`src/rtl/cmp_pkg.sv`:
```
// Shared definitions for the comparator result filter.
// Holds the rel_state encoding, the decoded-sample payload and the
// function that classifies the comparator's three flags.
package cmp_pkg;

    localparam logic [1:0] REL_UNKNOWN = 2'b00;
    localparam logic [1:0] REL_LT      = 2'b01;
    localparam logic [1:0] REL_EQ      = 2'b10;
    localparam logic [1:0] REL_GT      = 2'b11;

    // Decoded sample: err set when the flags are not exactly one-hot.
    typedef struct packed {
        logic       err;
        logic [1:0] rel;
    } cls_t;

    function automatic cls_t cmp_decode(input logic gt, input logic lt, input logic eq);
        cls_t r;
        r.err = 1'b0;
        r.rel = REL_UNKNOWN;
        case ({gt, lt, eq})
            3'b100:  r.rel = REL_GT;
            3'b010:  r.rel = REL_LT;
            3'b001:  r.rel = REL_EQ;
            default: r.err = 1'b1;
        endcase
        return r;
    endfunction

endpackage

```
`src/rtl/sat_counter.sv`:
```
// Saturating event counter: counts inc pulses, sticks at all-ones.
// Ports: clock, reset_n (async active-low), clr (sync clear),
//        inc (count enable), count (registered value).
module sat_counter #(
    parameter int unsigned W = 8
) (
    input  logic         clock,
    input  logic         reset_n,
    input  logic         clr,
    input  logic         inc,
    output logic [W-1:0] count
);

    logic [W-1:0] r_count;

    always_ff @(posedge clock or negedge reset_n) begin
        if (!reset_n) begin
            r_count <= '0;
        end else if (clr) begin
            r_count <= '0;
        end else if (inc && (r_count != {W{1'b1}})) begin
            r_count <= r_count + W'(1);
        end
    end

    assign count = r_count;

endmodule

```
`src/rtl/compare_result_filter.sv`:
```
// Debounces the 4-bit comparator's gt/lt/eq flags into a filtered relation,
// pulses on relation changes and on malformed samples, and keeps
// saturating per-class event counters.
// Ports: clock, reset_n (async active-low), clear (sync clear),
//        in_valid + A_gt_B/A_lt_B/A_eq_B (sample), rel_state (filtered
//        relation), change_pulse, err_pulse, gt/lt/eq/err_count.
module compare_result_filter
    import cmp_pkg::*;
#(
    parameter int unsigned STABLE_CNT = 3,
    parameter int unsigned CNT_W      = 8
) (
    input  logic             clock,
    input  logic             reset_n,
    input  logic             clear,
    input  logic             in_valid,
    input  logic             A_gt_B,
    input  logic             A_lt_B,
    input  logic             A_eq_B,
    output logic [1:0]       rel_state,
    output logic             change_pulse,
    output logic             err_pulse,
    output logic [CNT_W-1:0] gt_count,
    output logic [CNT_W-1:0] lt_count,
    output logic [CNT_W-1:0] eq_count,
    output logic [CNT_W-1:0] err_count
);

    // Run length never exceeds STABLE_CNT (max 15).
    localparam int unsigned RUN_W = 4;
    localparam logic [RUN_W-1:0] RUN_MAX = RUN_W'(STABLE_CNT);

    logic [1:0]       r_rel;
    logic [1:0]       r_cand;
    logic [RUN_W-1:0] r_run;
    logic             r_chg;
    logic             r_err;

    logic [1:0]       w_rel_n;
    logic [1:0]       w_cand_n;
    logic [RUN_W-1:0] w_run_n;
    logic             w_chg_n;
    logic             w_err_n;

    cls_t w_dec;
    logic w_take;

    assign w_dec  = cmp_decode(A_gt_B, A_lt_B, A_eq_B);
    // clear wins over a simultaneous sample, which is dropped.
    assign w_take = in_valid && !clear;

    // Next-state for relation, candidate streak and pulses.
    always_comb begin
        w_rel_n  = r_rel;
        w_cand_n = r_cand;
        w_run_n  = r_run;
        w_chg_n  = 1'b0;
        w_err_n  = 1'b0;
        if (clear) begin
            w_rel_n  = REL_UNKNOWN;
            w_cand_n = REL_UNKNOWN;
            w_run_n  = '0;
        end else if (in_valid) begin
            if (w_dec.err) begin
                // Malformed sample breaks the streak but keeps the relation.
                w_err_n  = 1'b1;
                w_cand_n = REL_UNKNOWN;
                w_run_n  = '0;
            end else begin
                if (w_dec.rel == r_cand) begin
                    w_run_n = (r_run >= RUN_MAX) ? RUN_MAX : r_run + RUN_W'(1);
                end else begin
                    w_cand_n = w_dec.rel;
                    w_run_n  = RUN_W'(1);
                end
                if ((w_run_n == RUN_MAX) && (w_cand_n != r_rel)) begin
                    w_rel_n = w_cand_n;
                    w_chg_n = 1'b1;
                end
            end
        end
    end

    // Filter state registers.
    always_ff @(posedge clock or negedge reset_n) begin
        if (!reset_n) begin
            r_rel  <= REL_UNKNOWN;
            r_cand <= REL_UNKNOWN;
            r_run  <= '0;
            r_chg  <= 1'b0;
            r_err  <= 1'b0;
        end else begin
            r_rel  <= w_rel_n;
            r_cand <= w_cand_n;
            r_run  <= w_run_n;
            r_chg  <= w_chg_n;
            r_err  <= w_err_n;
        end
    end

    assign rel_state    = r_rel;
    assign change_pulse = r_chg;
    assign err_pulse    = r_err;

    logic w_inc_gt;
    logic w_inc_lt;
    logic w_inc_eq;
    logic w_inc_err;

    assign w_inc_gt  = w_take && !w_dec.err && (w_dec.rel == REL_GT);
    assign w_inc_lt  = w_take && !w_dec.err && (w_dec.rel == REL_LT);
    assign w_inc_eq  = w_take && !w_dec.err && (w_dec.rel == REL_EQ);
    assign w_inc_err = w_take && w_dec.err;

    sat_counter #(.W(CNT_W)) u_gt_cnt (
        .clock(clock), .reset_n(reset_n), .clr(clear), .inc(w_inc_gt), .count(gt_count)
    );
    sat_counter #(.W(CNT_W)) u_lt_cnt (
        .clock(clock), .reset_n(reset_n), .clr(clear), .inc(w_inc_lt), .count(lt_count)
    );
    sat_counter #(.W(CNT_W)) u_eq_cnt (
        .clock(clock), .reset_n(reset_n), .clr(clear), .inc(w_inc_eq), .count(eq_count)
    );
    sat_counter #(.W(CNT_W)) u_err_cnt (
        .clock(clock), .reset_n(reset_n), .clr(clear), .inc(w_inc_err), .count(err_count)
    );

endmodule

```
`config.mk`:
```
export PLATFORM = sky130hd
export DESIGN_NAME = compare_result_filter
export DESIGN_NICKNAME = d
export VERILOG_FILES = /design/src/rtl/cmp_pkg.sv /design/src/rtl/sat_counter.sv /design/src/rtl/compare_result_filter.sv
export SDC_FILE = /design/constraint.sdc
export NUM_CORES = 1
export LEC_CHECK = 0
export CORE_MARGIN = 10
export CORE_UTILIZATION = 45
export DETAILED_ROUTE_END_ITERATION = 16
export PLACE_DENSITY = 0.72
export SYNTH_ARGS = -nofsm -noshare
export SYNTH_HDL_FRONTEND = slang
export SYNTH_SLANG_ARGS = --single-unit
```
`constraint.sdc`:
```
create_clock -name clock -period 2.4 [get_ports clock]
set_clock_uncertainty 0.15 [all_clocks]
set_input_delay 0.24 -clock clock [delete_from_list [all_inputs] [get_ports clock]]
set_output_delay 0.24 -clock clock [all_outputs]
set_load 0.05 [all_outputs]
```
==> run metrics <==
status=complete, no violations; largest area contributor in the netlist=dfrtp_1; period utilization=between 80% and 90%; clk sinks=42; CTS Root Cell=clkbuf_8; number of DRC markers in iteration 0=137; Setup violations, final=0; vias in the first global route=1772; Flop pwr share=55.9%; Post-route DRC=0; die height=90.2 um; Top FF cell, synth=dfrtp_1; crit end category=flop; final WL=4900 um; asr flop ratio synth=100%; Buf/Inv on CP=2; worst slew pin tran=519 ps; TritonCTS Buffers=5; nets@finish=300; ANT nets after route=0; synth-to-layout area growth=31.4%; iteration count of the initial detailed-routing pass=4; wire per inst=13.8 um; Critical Path Fanout Max=4; initial antenna violation count=0; port buffer count=42; clock transition at the registers of the reported paths=80 ps; CP Data Arrival Time=between 2000 and 2500 ps; Synth Cell Area=between 2000 and 2500 sq um; clock buffer depth=2; Power Total=around 1.3 mW; IO Count=between 40 and 50; Synth Net Count=239; die area=8140 sq um; number of synthesized register bits=42; Max-slew headroom=between 60 and 70%; Post-synth EDFFs=0; placement row count=25; most numerous cell in the Yosys netlist=dfrtp_1; max cap viols=0; fin util=about three fifths; Core Area=4750 sq um; Setup TNS=0 ps; grt total ovfl=0; Logic pwr share=10.8%; clock share of power=about a third; Setup Fix Bufs, Post-CTS=0; maximum vdd drop=339 uV; top cells by area, synth=dfrtp_1, xor2_1, nor2_1; Avg Cell Area, Syn=9.77 sq um; clk_lat worst skew=290 ps; hpwl dp=~3600 um; Initial Util=between 40% and 50%; Critical Path RT=2430 ps; total track usage=12.2%; P_leak=about 1.2 nW; net switching power=0.318 mW; Netlist cell types=between 40 and 50; sequential area share after synthesis=47.4%; gpl congestion=slightly below 0.8; share of the synthesized area in the top cell type=between 40% and 50%; share of layout cells above drive strength 1=11.1%; WS Path Type=primary input to flop; Final Max Slew Viols=0; Via-to-Cell Ratio=5.21; Slowest cell on crit path=or4_1; Via Count=1850; Worst path max stage delay=490 ps; # diodes=0; FMAX=475 MHz; Ys Warns=0; pin count of the biggest net entering global routing=32; P_int=roughly 0.97 mW; Syn Inst Count=227; CP cell instances=clkdlybuf4s50_1, buf_4, or4_1, a31oi_1, o21a_1, nand3_1, mux2_2; first-pass GRT wire length=8380 um; pwr dens=443 nW/um^2; DIE WIDTH=90.2 um; Hold Fails Final Rpt=0; RSZ-0062 raised after global routing=false; CP startpoint kind=primary input; CTS tree=done; Net Sw Frac=24.7%; Post-synth top cells=dfrtp_1, nor2_1, nand2_1; Worst path top cell family by delay=simple AND/OR/NAND/NOR gates; fin crit period=between 2000 and 2500 ps; HP Class=primary input to asynchronous set/reset pin; H-tree depth=2
cells by family (layout without fill, tap and decap cells):
family	count (synthesis)	after routing	synth area share, %
flops	42	42	47.4
compound gates	37	37	10.9
buf+inv	12	73	2.31
mux	9	9	4.17
xor+xnor	22	22	8.69
fa+ha+maj	5	5	2.82
simple gates	100	100	23.7
state kept, by name, indices dropped and copies added (netlist names):
register / flops
u_err_cnt.count: 8
r_run: 4
change_pulse: 1
u_lt_cnt.count: 8
u_eq_cnt.count: 8
rel_state: 2
u_gt_cnt.count: 8
err_pulse: 1
r_cand: 2
per-layer routing:
| metal | global-route usage, % | share of wire [%] | wire [um] |
|---|---|---|---|
| met1 | 14.4 | 46 | 2240 |
| met4 | 4.11 | 1.2 | 57 |
| met5 | 0 | 0 | 0 |
| met2 | 19.7 | 47 | 2300 |
| met3 | 4.90 | 6.1 | 298 |
layout by cell type (no fill, tap or decap), drive strengths merged, types with 2 or more instances in the layout:
| cell | synthesis | routed |
|---|---|---|
| o22ai | 2 | 2 |
| or3 | 6 | 6 |
| nor2b | 6 | 6 |
| nand2b | 5 | 5 |
| mux2i | 7 | 7 |
| nand4 | 4 | 4 |
| and4 | 2 | 2 |
| a2111oi | 2 | 2 |
| o21ai | 9 | 9 |
| nor3 | 6 | 6 |
| ha | 5 | 5 |
| clkdlybuf4s50 | 0 | 41 |
| mux2 | 2 | 2 |
| nand3 | 14 | 14 |
| buf | 6 | 21 |
| dfrtp | 42 | 42 |
| o211ai | 3 | 3 |
| nand2 | 15 | 15 |
| xnor2 | 9 | 9 |
| inv | 3 | 3 |
| nor3b | 3 | 3 |
| clkbuf | 3 | 7 |
| a21oi | 12 | 12 |
| and3 | 3 | 3 |
| xor2 | 13 | 13 |
| nor2 | 30 | 30 |
cell type report:
cell class                 count  area, sq um
clock buffer                   7         76.3
fill                         426         1840
inverter                       3         11.3
multi-input combinational    173         1120
sequential                    42         1050
tap                           67         83.8
timing repair buffer          63          576
power by group through the flow:
stage / registers (mW) / logic [mW] / clock network, mW
after global routing: 0.722 / 0.155 / 0.470
final: 0.721 / 0.140 / 0.430
after CTS: 0.721 / 0.142 / 0.439
after floorplan: 0.749 / 0.0591 / 0
after detailed placement: 0.735 / 0.141 / 0
after global placement: 0.735 / 0.139 / 0
worst paths after layout:
path | startpoint | slack, ps | endpoint | cells past startpoint
max in group asynchronous | reset_n | 1350 | u_err_cnt.count[5]$_DFFE_PN0P_ | 3
min reg2reg | r_run[0]$_DFFE_PN0P_ | 380 | r_run[0]$_DFFE_PN0P_ | 1
max reg2reg | u_eq_cnt.count[0]$_DFFE_PN0P_ | 410 | u_eq_cnt.count[6]$_DFFE_PN0P_ | 5
max | A_gt_B | 300 | rel_state[0]$_DFFE_PN0P_ | 7
min in group clock | r_run[0]$_DFFE_PN0P_ | 380 | r_run[0]$_DFFE_PN0P_ | 1
min | reset_n | 230 | rel_state[0]$_DFFE_PN0P_ | 2
worst reg2reg max path, stage by stage, from the launching register on:
cell,delay [ps]
dfrtp_1,410
ha_1,180
and3_1,220
or4b_4,490
or3_1,320
a21oi_1,140
per-stage QoR:
| step | worst slack (ps) | instance area [sq um] | instances | hold WS [ps] |
|---|---|---|---|---|
| 5_1_grt | 154 | 2910 | 355 | 278 |
| 2_1_floorplan | 169 | 2220 | 227 | -206 |
| 3_3_place_gp | 44.8 | 2830 | 347 | 22.4 |
| 6_report | 296 | 2910 | 355 | 231 |
| 4_1_cts | 308 | 2910 | 355 | 240 |
| 3_5_place_dp | 2.56 | 2830 | 347 | 23.5 |
repair_timing:
action | 4_1_cts | 5_1_grt
hold buffers | 1 | 0
resized for setup | 0 | 0
setup endpoints to repair | 0 | 0
endpoints found under the hold margin | 14 | 0
(Power assumes the default switching activity.)
